===== config.mk =====
export PLATFORM = sky130hd
export DESIGN_NAME = uart_byte_tx
export DESIGN_NICKNAME = d
export VERILOG_FILES = /design/src/rtl/uart_pkg.sv /design/src/rtl/uart_baud_gen.sv /design/src/rtl/uart_byte_tx.sv
export SDC_FILE = /design/constraint.sdc
export NUM_CORES = 1
export LEC_CHECK = 0
export BUFFER_PORTS_ARGS = -buffer_cell sky130_fd_sc_hd__buf_2
export CAP_MARGIN = 10
export CELL_PAD_IN_SITES_DETAIL_PLACEMENT = 2
export CELL_PAD_IN_SITES_GLOBAL_PLACEMENT = 2
export CORE_MARGIN = 5
export CORE_UTILIZATION = 30
export DETAILED_ROUTE_END_ITERATION = 10
export PLACE_DENSITY = 0.7
export SETUP_SLACK_MARGIN = 0.15
export SLEW_MARGIN = 40
export SYNTH_ARGS = -nofsm -noshare
export SYNTH_HDL_FRONTEND = slang
export SYNTH_SLANG_ARGS = --single-unit
export TNS_END_PERCENT = 100

===== constraint.sdc =====
create_clock -name clk -period 3.3 [get_ports clk]
set_input_delay 0.99 -clock clk [delete_from_list [all_inputs] [get_ports clk]]
set_output_delay 0.99 -clock clk [all_outputs]
set_load 0.02 [all_outputs]

===== src/rtl/uart_pkg.sv =====
// Definitions shared by the UART transmitter and receiver: the FSM state
// encoding, the supported baud rates and the bit-period divisor function.
package uart_pkg;

  // Wide enough for a 9600-baud divisor at clocks up to about 10 GHz.
  localparam int unsigned DIV_W = 20;

  typedef enum logic [1:0] {
    IDLE  = 2'd0,
    START = 2'd1,
    DATA  = 2'd2,
    STOP  = 2'd3
  } uart_fsm_e;

  // Selects 0..4 index this table. Selects 5..7 alias to the fastest rate.
  localparam int unsigned BAUD_RATE [5] = '{9600, 19200, 38400, 57600, 115200};

  // Clock cycles per bit for a baud select. The result is truncated.
  function automatic logic [DIV_W-1:0] baud_divisor(input int unsigned clk_freq,
                                                    input logic [2:0]  sel);
    int unsigned idx;
    int unsigned div;
    idx = {29'd0, sel};
    if (idx > 32'd4) idx = 32'd4;
    div = clk_freq / BAUD_RATE[idx];
    return div[DIV_W-1:0];
  endfunction

endpackage


===== src/rtl/uart_baud_gen.sv =====
// Bit-period counter. It counts 0..divisor-1 while enabled.
// bit_tick marks the last cycle of each bit period.
module uart_baud_gen
  import uart_pkg::*;
(
  input  logic             clk,
  input  logic             reset,
  input  logic [DIV_W-1:0] divisor,
  input  logic             enable,
  output logic             bit_tick
);

  logic [DIV_W-1:0] cnt;

  assign bit_tick = enable && (cnt == (divisor - DIV_W'(1)));

  // Free-run inside a frame, wrap on each bit boundary, and park at zero when idle.
  always_ff @(posedge clk or posedge reset) begin
    if (reset) begin
      cnt <= '0;
    end else if (!enable || bit_tick) begin
      cnt <= '0;
    end else begin
      cnt <= cnt + DIV_W'(1);
    end
  end

endmodule


===== src/rtl/uart_byte_tx.sv =====
// Byte-wide UART transmitter that sends 8N1 frames at a selectable baud rate.
// The line, done and busy outputs are registered from the FSM state. As a
// result, the line follows the state by one clock cycle.
module uart_byte_tx
  import uart_pkg::*;
#(
  parameter int unsigned CLK_FREQ = 50000000
) (
  input  logic       clk,
  input  logic       reset,
  input  logic       send_en,
  input  logic [7:0] data_byte,
  input  logic [2:0] baud_set,
  output logic       uart_tx,
  output logic       tx_done,
  output logic       uart_state
);

  localparam logic [DIV_W-1:0] DIV_TBL [8] = '{
    baud_divisor(CLK_FREQ, 3'd0), baud_divisor(CLK_FREQ, 3'd1),
    baud_divisor(CLK_FREQ, 3'd2), baud_divisor(CLK_FREQ, 3'd3),
    baud_divisor(CLK_FREQ, 3'd4), baud_divisor(CLK_FREQ, 3'd5),
    baud_divisor(CLK_FREQ, 3'd6), baud_divisor(CLK_FREQ, 3'd7)
  };

  uart_fsm_e        state;
  logic [7:0]       data_r;
  logic [DIV_W-1:0] divisor_r;
  logic [2:0]       bit_idx;
  logic             bit_tick;
  logic             baud_en;
  logic             accept;

  // The FSM returns to IDLE one cycle before the busy flag drops, which is
  // the tx_done cycle. Gating on uart_state keeps that cycle non-accepting.
  assign accept  = send_en && (state == IDLE) && !uart_state;
  assign baud_en = (state != IDLE);

  uart_baud_gen u_baud_gen (
    .clk      (clk),
    .reset    (reset),
    .divisor  (divisor_r),
    .enable   (baud_en),
    .bit_tick (bit_tick)
  );

  // Frame sequencing plus registered line/done/busy outputs, decoded from the current state.
  always_ff @(posedge clk or posedge reset) begin
    if (reset) begin
      state      <= IDLE;
      data_r     <= '0;
      divisor_r  <= '0;
      bit_idx    <= '0;
      uart_tx    <= 1'b1;
      tx_done    <= 1'b0;
      uart_state <= 1'b0;
    end else begin
      tx_done    <= (state == STOP) && bit_tick;
      uart_state <= (state != IDLE);
      case (state)
        IDLE:  uart_tx <= 1'b1;
        START: uart_tx <= 1'b0;
        DATA:  uart_tx <= data_r[bit_idx];
        STOP:  uart_tx <= 1'b1;
        default: uart_tx <= 1'b1;
      endcase

      case (state)
        IDLE: begin
          if (accept) begin
            data_r    <= data_byte;
            divisor_r <= DIV_TBL[baud_set];
            bit_idx   <= '0;
            state     <= START;
          end
        end
        START: begin
          if (bit_tick) state <= DATA;
        end
        DATA: begin
          if (bit_tick) begin
            bit_idx <= bit_idx + 3'd1;
            if (bit_idx == 3'd7) state <= STOP;
          end
        end
        STOP: begin
          if (bit_tick) state <= IDLE;
        end
        default: state <= IDLE;
      endcase
    end
  end

endmodule


==> run metrics, run 1 <==
status finished clean; Startpoint Class flop; worst slew pin tran 785 ps; total CTS buffers 5; layout cells sized above 1 18.1%; Initial Util 30.4%; Main synth FF type dfrtp_1; Final Critical Period 3040 ps; Synth warnings 0; Synth async-reset ratio 100%; grt ovf 0; R2R setup slack 260 ps; Syn Std Cell Area 2770 um2; first-pass GRT wire length 11.5 mm; Layout area overhead 13.1%; largest net degree at the start of global routing 32; slew margin rel. 46.3%; hold path startpoint data_r[5]; Crit Path Max Fanout 5; Layout Skew 12.2 ps; Seq/Total Area, Yosys 43.4%; Final Routed Wirelength 6.91 mm; Final setup viols 0; DR pass1 iterations 4; Yosys top cell area share 42.4%; Detailed Place HPWL 5.21 mm; syn avg cell area 10.0 um2; sequential share of power 55.4%; Die Y-Extent 106 um; row count 35; CTS tree built; clock share of power 42.0%; WHS 515 ps; clk sinks 48; combinational fraction of design power 2.6%; clock latency on the worst-skew pair 310 ps; initial antenna violation count 0; final hold violation count 0; vias per cell 5.08; final cycle utilization of the critical path 92.2%; Post-synth EDFFs 0; die area 11300 um2; clock-pin slew on the worst setup and hold paths 100 ps; Critical Path Sink Type flop; RSZ-0062 raised after global routing false; max frequency 0.329 GHz; largest cells by area after synthesis dfrtp_1 (42%), ha_1 (6.3%), xor2_1 (5.7%); GR Util All Layers 12.7%; HP Class flop to flop; DR iter-0 viols 49; CP required 3500 ps; post-synthesis cell type count 53; worst hold endpoint data_r[5]; GP Congestion 0.796; Hold Path Depth 1; DR WL/cell 16.8 um; DRC viols 0; Setup CP Type flop to flop; post-synth top area cell dfrtp_1; H-tree levels 2; antenna cell count 0; final net count 326; I/O pin cnt 17; Slew Viols, Final 0; Leak Pwr 1.47 nW; vias in the first global route 2263; Max Cap Viol 0; Arr. time, crit path 3240 ps; core area 9110 um2; worst r2r src divisor_r[1]; most frequent cells in the layout dfrtp_1 (47), nor2_1 (28), xor2_1 (18); setup total negative slack 0 ps; Reg2Reg Depth 9; Synth Instances 276; chip width 106 um; Net Count, Synth 304; peak supply drop 157 uV; post-synthesis register bit count 48; Internal 825 uW; commonest non-fill, non-tap cell in the layout dfrtp_1; DR vias 2081; sw frac 22.3%; clk buf depth 2; fill cell count 1012; clock root cell clkbuf_8; Antenna Nets Post-Route 0; switching power 236 uW; Power Density 338 nW/um2; Crit Reg-Reg Endpoint state[1]; Port Buf Inserts 16
-- power by group through the flow --
| stage | logic [mW] | clock network [mW] | registers (mW) |
|---|---|---|---|
| after floorplan | 0.0134 | 0 | 0.599 |
| after CTS | 0.0294 | 0.467 | 0.588 |
| final | 0.0277 | 0.446 | 0.588 |
| after detailed placement | 0.0293 | 0 | 0.599 |
| after global routing | 0.0326 | 0.490 | 0.588 |
| after global placement | 0.0287 | 0 | 0.599 |
-- worst max-delay path: stages, from the launching register on --
cell and delay [ps]:
dfrtp_1 450, inv_1 120, ha_1 210, or3b_2 500, or3_1 420, a21oi_1 130, o21bai_1 130, a2111oi_4 490
o22ai_2 140, mux2_4 340
-- through the flow --
| step | instances | setup WS [ps] | total power, mW | utilization, % | cell area [um2] |
|---|---|---|---|---|---|
| 3_5_place_dp | 400 | 274 | 0.629 | 32.9 | 3000 |
| 3_3_place_gp | 400 | 349 | 0.628 | 32.9 | 3000 |
| 5_1_grt | 410 | 111 | 1.11 | 34.4 | 3140 |
| 6_report | 410 | 258 | 1.06 | 34.4 | 3140 |
| 2_1_floorplan | 276 | 487 | 0.613 | - | 2770 |
| 4_1_cts | 408 | 248 | 1.08 | 34.1 | 3110 |
-- synth_stat cells (2+ instances only) --
cell	n
mux4_2	2
or4_1	3
and3_1	5
o31ai_1	2
xor2_1	18
nand3_1	10
ha_1	14
a2111oi_0	2
nand2_1	16
nor3_1	8
nor2_1	28
and2_1	2
clkbuf_1	4
inv_1	15
nor4_1	7
xnor2_1	13
buf_1	2
or3_1	3
dfrtp_1	47
nor2b_1	4
a21o_1	2
mux2_2	10
o21ai_0	8
nand2b_1	5
a31oi_1	4
buf_2	3
a21oi_1	9
mux2i_1	3
nand4_1	3
-- flip-flops by register name, indices dropped and copies added (netlist names) --
register        count
uart_tx             1
data_r              8
tx_done             1
u_baud_gen.cnt     20
uart_state          1
state               2
divisor_r          12
bit_idx             3
-- kinds of logic after synthesis --
kind of cell	synth area share, %
simple gates	19.0
flops	43.4
compound gates	10.4
fa+ha+maj	6.32
buf+inv	3.79
xor+xnor	9.79
mux	7.31
-- how the worst max path moves through the flow --
stage / to / cells past startpoint / from
3_3_place_gp: state[1] / 7 / divisor_r[5]
4_1_cts: state[1] / 7 / divisor_r[5]
2_1_floorplan: state[1] / 9 / divisor_r[5]
3_5_place_dp: state[1] / 7 / divisor_r[5]
5_1_grt: state[1] / 9 / divisor_r[1]
6_report: state[1] / 9 / divisor_r[1]
-- cell type report --
cell class	instances	area, um2	share of cell area, %
Inverter	15	56.3	1.80
Clock buffer	5	68.8	2.19
Clock inverter	3	46.3	1.48
Sequential cell	48	1200	38.3
Tap cell	111	139	4.43
Timing Repair Buffer	25	148	4.71
Multi-Input combinational cell	203	1480	47.0
-- repair_timing --
action | 4_1_cts | 5_1_grt
endpoints found under the setup margin | 0 | 1
gates resized for setup | 0 | 2
setup buffers | 0 | 2
hold buffers | 0 | 0
-- layer usage --
layer	up-vias	share of wire, %	global-route usage [%]
li1	1002	-	-
met1	1058	46	15.8
met2	16	51	22.6
met3	5	2.2	2.43
met4	0	0.90	2.78
met5	-	0	0
(Power assumes the default switching activity.)
==> run 2: changes to the inputs <==
CORE_ASPECT_RATIO = 1.2   (was unset)
==> run metrics, run 2 (synthesis results as in run 1) <==
Top Registers u_baud_gen.cnt: 20 flops, divisor_r: 12 flops, data_r: 8 flops; clock latency on the worst-skew pair 320 ps (about the same); Startpoint Class flop; antenna cell count 0 (unchanged); I/O pin cnt 17 (unchanged); DR WL/cell 17.7 um (+4.8%); Initial Util 30.7% (+0.25 points); commonest non-fill, non-tap cell in the layout dfrtp_1; initial antenna violation count 0 (unchanged); clk buf depth 2 (unchanged); H-tree levels 2 (unchanged); GR Util All Layers 14.0% (+1.3 points); total CTS buffers 5 (unchanged); Slew Viols, Final 0 (unchanged); first-pass GRT wire length 12.4 mm (+7.9%); final net count 324 (-0.61%); final non-filler cell area 3130 um2 (-0.32%); die area 11300 um2 (about the same); Final setup viols 0 (unchanged); CTS tree built; Final Critical Period 3000 ps (-39.4 ps); core area 9030 um2 (-0.82%); layout cells sized above 1 17.2% (-0.89 points); largest net degree at the start of global routing 32 (unchanged); hold_buf cts 0 (unchanged); DRC viols 0 (unchanged); status finished clean; vias in the first global route 2418 (+6.8%); chip width 97.8 um (-7.9%); Antenna Nets Post-Route 0 (unchanged); grt ovf 0 (unchanged); Leak Pwr 1.46 nW (-0.87%); Critical Path Sink Type flop; HP Class flop to flop; DR pass1 iterations 4 (unchanged); sequential share of power 55.0% (-0.4 points); Layout area overhead 12.7%; setup total negative slack 0 ps (unchanged); Max Cap Viol 0 (unchanged); Setup CP Type flop to flop; Die Y-Extent 115 um (+8.6%); switching power 243 uW (+2.8%); Power Density 342 nW/um2 (+1.0%); combinational fraction of design power 2.6% (about the same); Worst Slack Setup Final 298 ps (+39.4 ps); Arr. time, crit path 3210 ps (-30 ps); row count 38 (+8.6%); clock root cell clkbuf_8; clk sinks 48 (unchanged); vias per cell 5.13 (+1.1%); final cycle utilization of the critical path 91.0% (-1.2 points); post-layout util 34.6% (+0.18 points); sw frac 22.7% (+0.47 points); Final Routed Wirelength 7.36 mm (+6.6%); DR iter-0 viols 52 (+6.1%); clock share of power 42.4% (+0.4 points); max frequency 0.333 GHz (+1.3%); WHS 510 ps (-4.21 ps); GP Congestion 0.830 (+4.3%); Port Buf Inserts 16 (unchanged); Post-Place Setup Slack 242 ps (-31.9 ps); peak supply drop 178 uV (+13%); RSZ-0062 raised after global routing false; Placed Area 3010 um2 (+0.38%); clock-pin slew on the worst setup and hold paths 100 ps (about the same); CP required 3510 ps (about the same); Crit Path Max Fanout 8 (+3); slew margin rel. 51.1% (+4.7 points); Biggest register u_baud_gen.cnt; max reg flops 20 (unchanged); worst slew pin tran 727 ps (-57.6 ps); Detailed Place HPWL 5.68 mm (+9.2%); Internal 825 uW (about the same); most frequent cells in the layout dfrtp_1 (47), nor2_1 (28), xor2_1 (18); DR vias 2139 (+2.8%); Layout Skew 5.56 ps (-6.59 ps); final hold violation count 0 (unchanged)
-- run 2: cell count changes in the layout (fill, tap and decap cells not counted), sizes merged --
cell	change
buf	-2
-- run 2: routing by layer --
layer  part of all wire, %  vias to the layer above  track usage (%)
li1                      -                     1004                -
met1                    40                     1086             14.9
met2                    54                       36             26.7
met3                   3.0                       13             2.85
met4                   2.7                        0             5.82
met5                     0                        -                0
-- run 2: worst max-delay path, stage by stage (launching register included) --
cell	delay, ps
dfrtp_1	490
or4_4	600
o31a_1	300
nor4_1	310
nand4_1	230
a2111oi_4	450
o22ai_1	170
mux2_4	340
-- run 2: cell type report --
class	instances	area (um2)
well taps	120	150
repair buffers	23	133
inverters	15	56.3
fillers	1017	5910
multi-input cells	203	1470
clock inverters	3	46.3
clock buffers	5	68.8
flip-flops and latches	48	1200
-- run 2: final timing paths --
kind                              start  slack (ps)  cells past startpoint                end
hold reg to reg               data_r[4]         510                      1          data_r[4]
min in group asynchronous         reset         620                      2         uart_state
hold / removal                data_r[4]         510                      1          data_r[4]
setup reg to reg           divisor_r[6]         300                      7           state[1]
max in group asynchronous         reset        2120                      3  u_baud_gen.cnt[8]
setup / recovery           divisor_r[6]         300                      7           state[1]
-- run 2: power by group through the flow --
stage / registers (mW) / clock network (mW) / logic (mW)
after floorplan: 0.599 / 0 / 0.0134
after global placement: 0.599 / 0 / 0.0291
after detailed placement: 0.599 / 0 / 0.0298
after CTS: 0.588 / 0.472 / 0.0299
after global routing: 0.588 / 0.498 / 0.0334
final: 0.588 / 0.453 / 0.0281
-- run 2: timing repair --
action | 4_1_cts | 5_1_grt
setup buffers | 0 | 0
resized for setup | 0 | 1
setup endpoints to repair | 0 | 1
-- run 2: per-stage QoR --
stage | power (mW) | std cells
2_1_floorplan | 0.613 | 276
3_3_place_gp | 0.628 | 409
3_5_place_dp | 0.629 | 409
4_1_cts | 1.09 | 417
5_1_grt | 1.12 | 417
6_report | 1.07 | 417
==> run 3: changes to the inputs <==
PLACE_DENSITY = 0.72   (was 0.7)
clock period = 2.7 ns   (was 3.3 ns; I/O delays follow)
==> run metrics, run 3 (synthesis results as in run 1) <==
status complete, but fails checks; failing checks setup timing; commonest non-fill, non-tap cell in the layout dfrtp_1; Crit Path Max Fanout 5 (-3); Port Buf Inserts 16 (unchanged); Power Density 380 nW/um2 (+11%); max frequency 0.368 GHz (+10%); Final Routed Wirelength 8.28 mm (+12%); vias in the first global route 2557 (+5.7%); WHS 513 ps (+2.97 ps); Final setup viols 2 (+2); max reg flops 20 (unchanged); Arr. time, crit path 2950 ps (-260 ps); Worst Slack Setup Final -20.4 ps (-318 ps); row count 38 (unchanged); worst-path cell chain or4_4, buf_6, or3_4, a21oi_4, o21bai_4, a2111oi_4, buf_4, nand2_4, mux2i_1; I/O pin cnt 17 (unchanged); core area 9030 um2 (unchanged); Initial Util 30.7% (unchanged); Leak Pwr 1.62 nW (+11%); Top Registers u_baud_gen.cnt: 20 flops, divisor_r: 12 flops, data_r: 8 flops; CP Buf/Inv Count 2 (+2); layout cells sized above 1 29.1% (+12 points); Slew Viols, Final 0 (unchanged); critical path's top delay family simple AND/OR/NAND/NOR gates; DR iter-0 viols 64 (+23%); die area 11300 um2 (unchanged); Die Y-Extent 115 um (unchanged); dpl cells 421 (+2.9%); Detailed Place HPWL 5.72 mm (+0.64%); peak supply drop 194 uV (+9.0%); antenna cell count 0 (unchanged); Final Critical Period 2720 ps (-282 ps); GP Congestion 0.814 (-1.9%); HP Class flop to flop; CTS tree built; most frequent cells in the layout dfrtp_1 (46), nor2_1 (28), buf_4 (27); critical path's largest stage delay 560 ps (-40 ps); Setup CP Type flop to flop; DR pass1 iterations 4 (unchanged); clk buf depth 2 (unchanged); GR Util All Layers 14.7% (+0.76 points); chip width 97.8 um (unchanged); vias per cell 5.09 (-0.71%); DRC viols 0 (unchanged); Layout area overhead 24.7%; final net count 347 (+7.1%); setup total negative slack -24.0 ps (-24.0 ps); clk sinks 48 (unchanged); H-tree levels 2 (unchanged); worst slew pin tran 767 ps (+40.3 ps); Power Total 1.32 mW (+23%); DR WL/cell 18.8 um (+6.6%); clock latency on the worst-skew pair 320 ps (about the same); Critical Path Sink Type flop; total CTS buffers 5 (unchanged); largest net degree at the start of global routing 32 (unchanged); fin cells 440 (+5.5%); slew margin rel. 47.5% (-3.6 points); final hold violation count 0 (unchanged); CP required 2930 ps (-580 ps); Max Cap Viol 0 (unchanged); Placed Area 3140 um2 (+4.3%); final cycle utilization of the critical path 101% (+9.8 points); Slowest-stage cell, CP or4_4; Biggest register u_baud_gen.cnt; final non-filler cell area 3460 um2 (+11%); RSZ-0062 raised after global routing true; initial antenna violation count 0 (unchanged); Startpoint Class flop; Layout Skew 8.26 ps (+2.69 ps); post-layout util 38.3% (+3.7 points); grt ovf 0 (unchanged); Antenna Nets Post-Route 0 (unchanged); DR vias 2241 (+4.8%); first-pass GRT wire length 13.2 mm (+6.0%); clock-pin slew on the worst setup and hold paths 100 ps (about the same); Post-Place Setup Slack -108 ps (-350 ps); clock root cell clkbuf_8
-- run 3: changes by cell type in the layout (fill, tap and decap cells not counted), sizes merged --
| cell | previous run | this run |
|---|---|---|
| buf | 23 | 46 |
-- run 3: worst paths after layout --
check / cells past startpoint / slack [ps] / startpoint / to
min reg2reg: 1 / 510 / u_baud_gen.cnt[0] / u_baud_gen.cnt[0]
max reg2reg: 9 / -20 / divisor_r[6] / bit_idx[2]
max: 9 / -20 / divisor_r[6] / bit_idx[2]
max in group asynchronous: 3 / 1620 / reset / divisor_r[4]
min in group asynchronous: 2 / 530 / reset / state[1]
min: 1 / 510 / u_baud_gen.cnt[0] / u_baud_gen.cnt[0]
-- run 3: final cells by class --
cell class / count / area, um2
Multi-Input combinational cell: 203 / 1600
Fill cell: 987 / 5580
Clock buffer: 5 / 68.8
Sequential cell: 48 / 1200
Timing Repair Buffer: 46 / 334
Inverter: 15 / 56.3
Tap cell: 120 / 150
Clock inverter: 3 / 46.3
-- run 3: power by group --
part / internal [mW] / switching [mW] / total [mW]
clock: 0.280 / 0.281 / 0.561
combinational: 0.0120 / 0.0241 / 0.0361
sequential: 0.718 / 0 / 0.718
-- run 3: repair_timing --
action	CTS	global route
buffers inserted	8	3
endpoints found under the setup margin	25	24
hold buffers	0	0
gates resized for setup	12	13
pin swaps	1	7
-- run 3: routing by layer --
metal  vias to the layer above  track usage, %  share of wire (%)
met1                      1168            16.0                 40
met5                         -               0                  0
met3                         7            2.06                1.4
li1                       1047               -                  -
met4                         0            4.16                1.2
met2                        19            29.5                 57
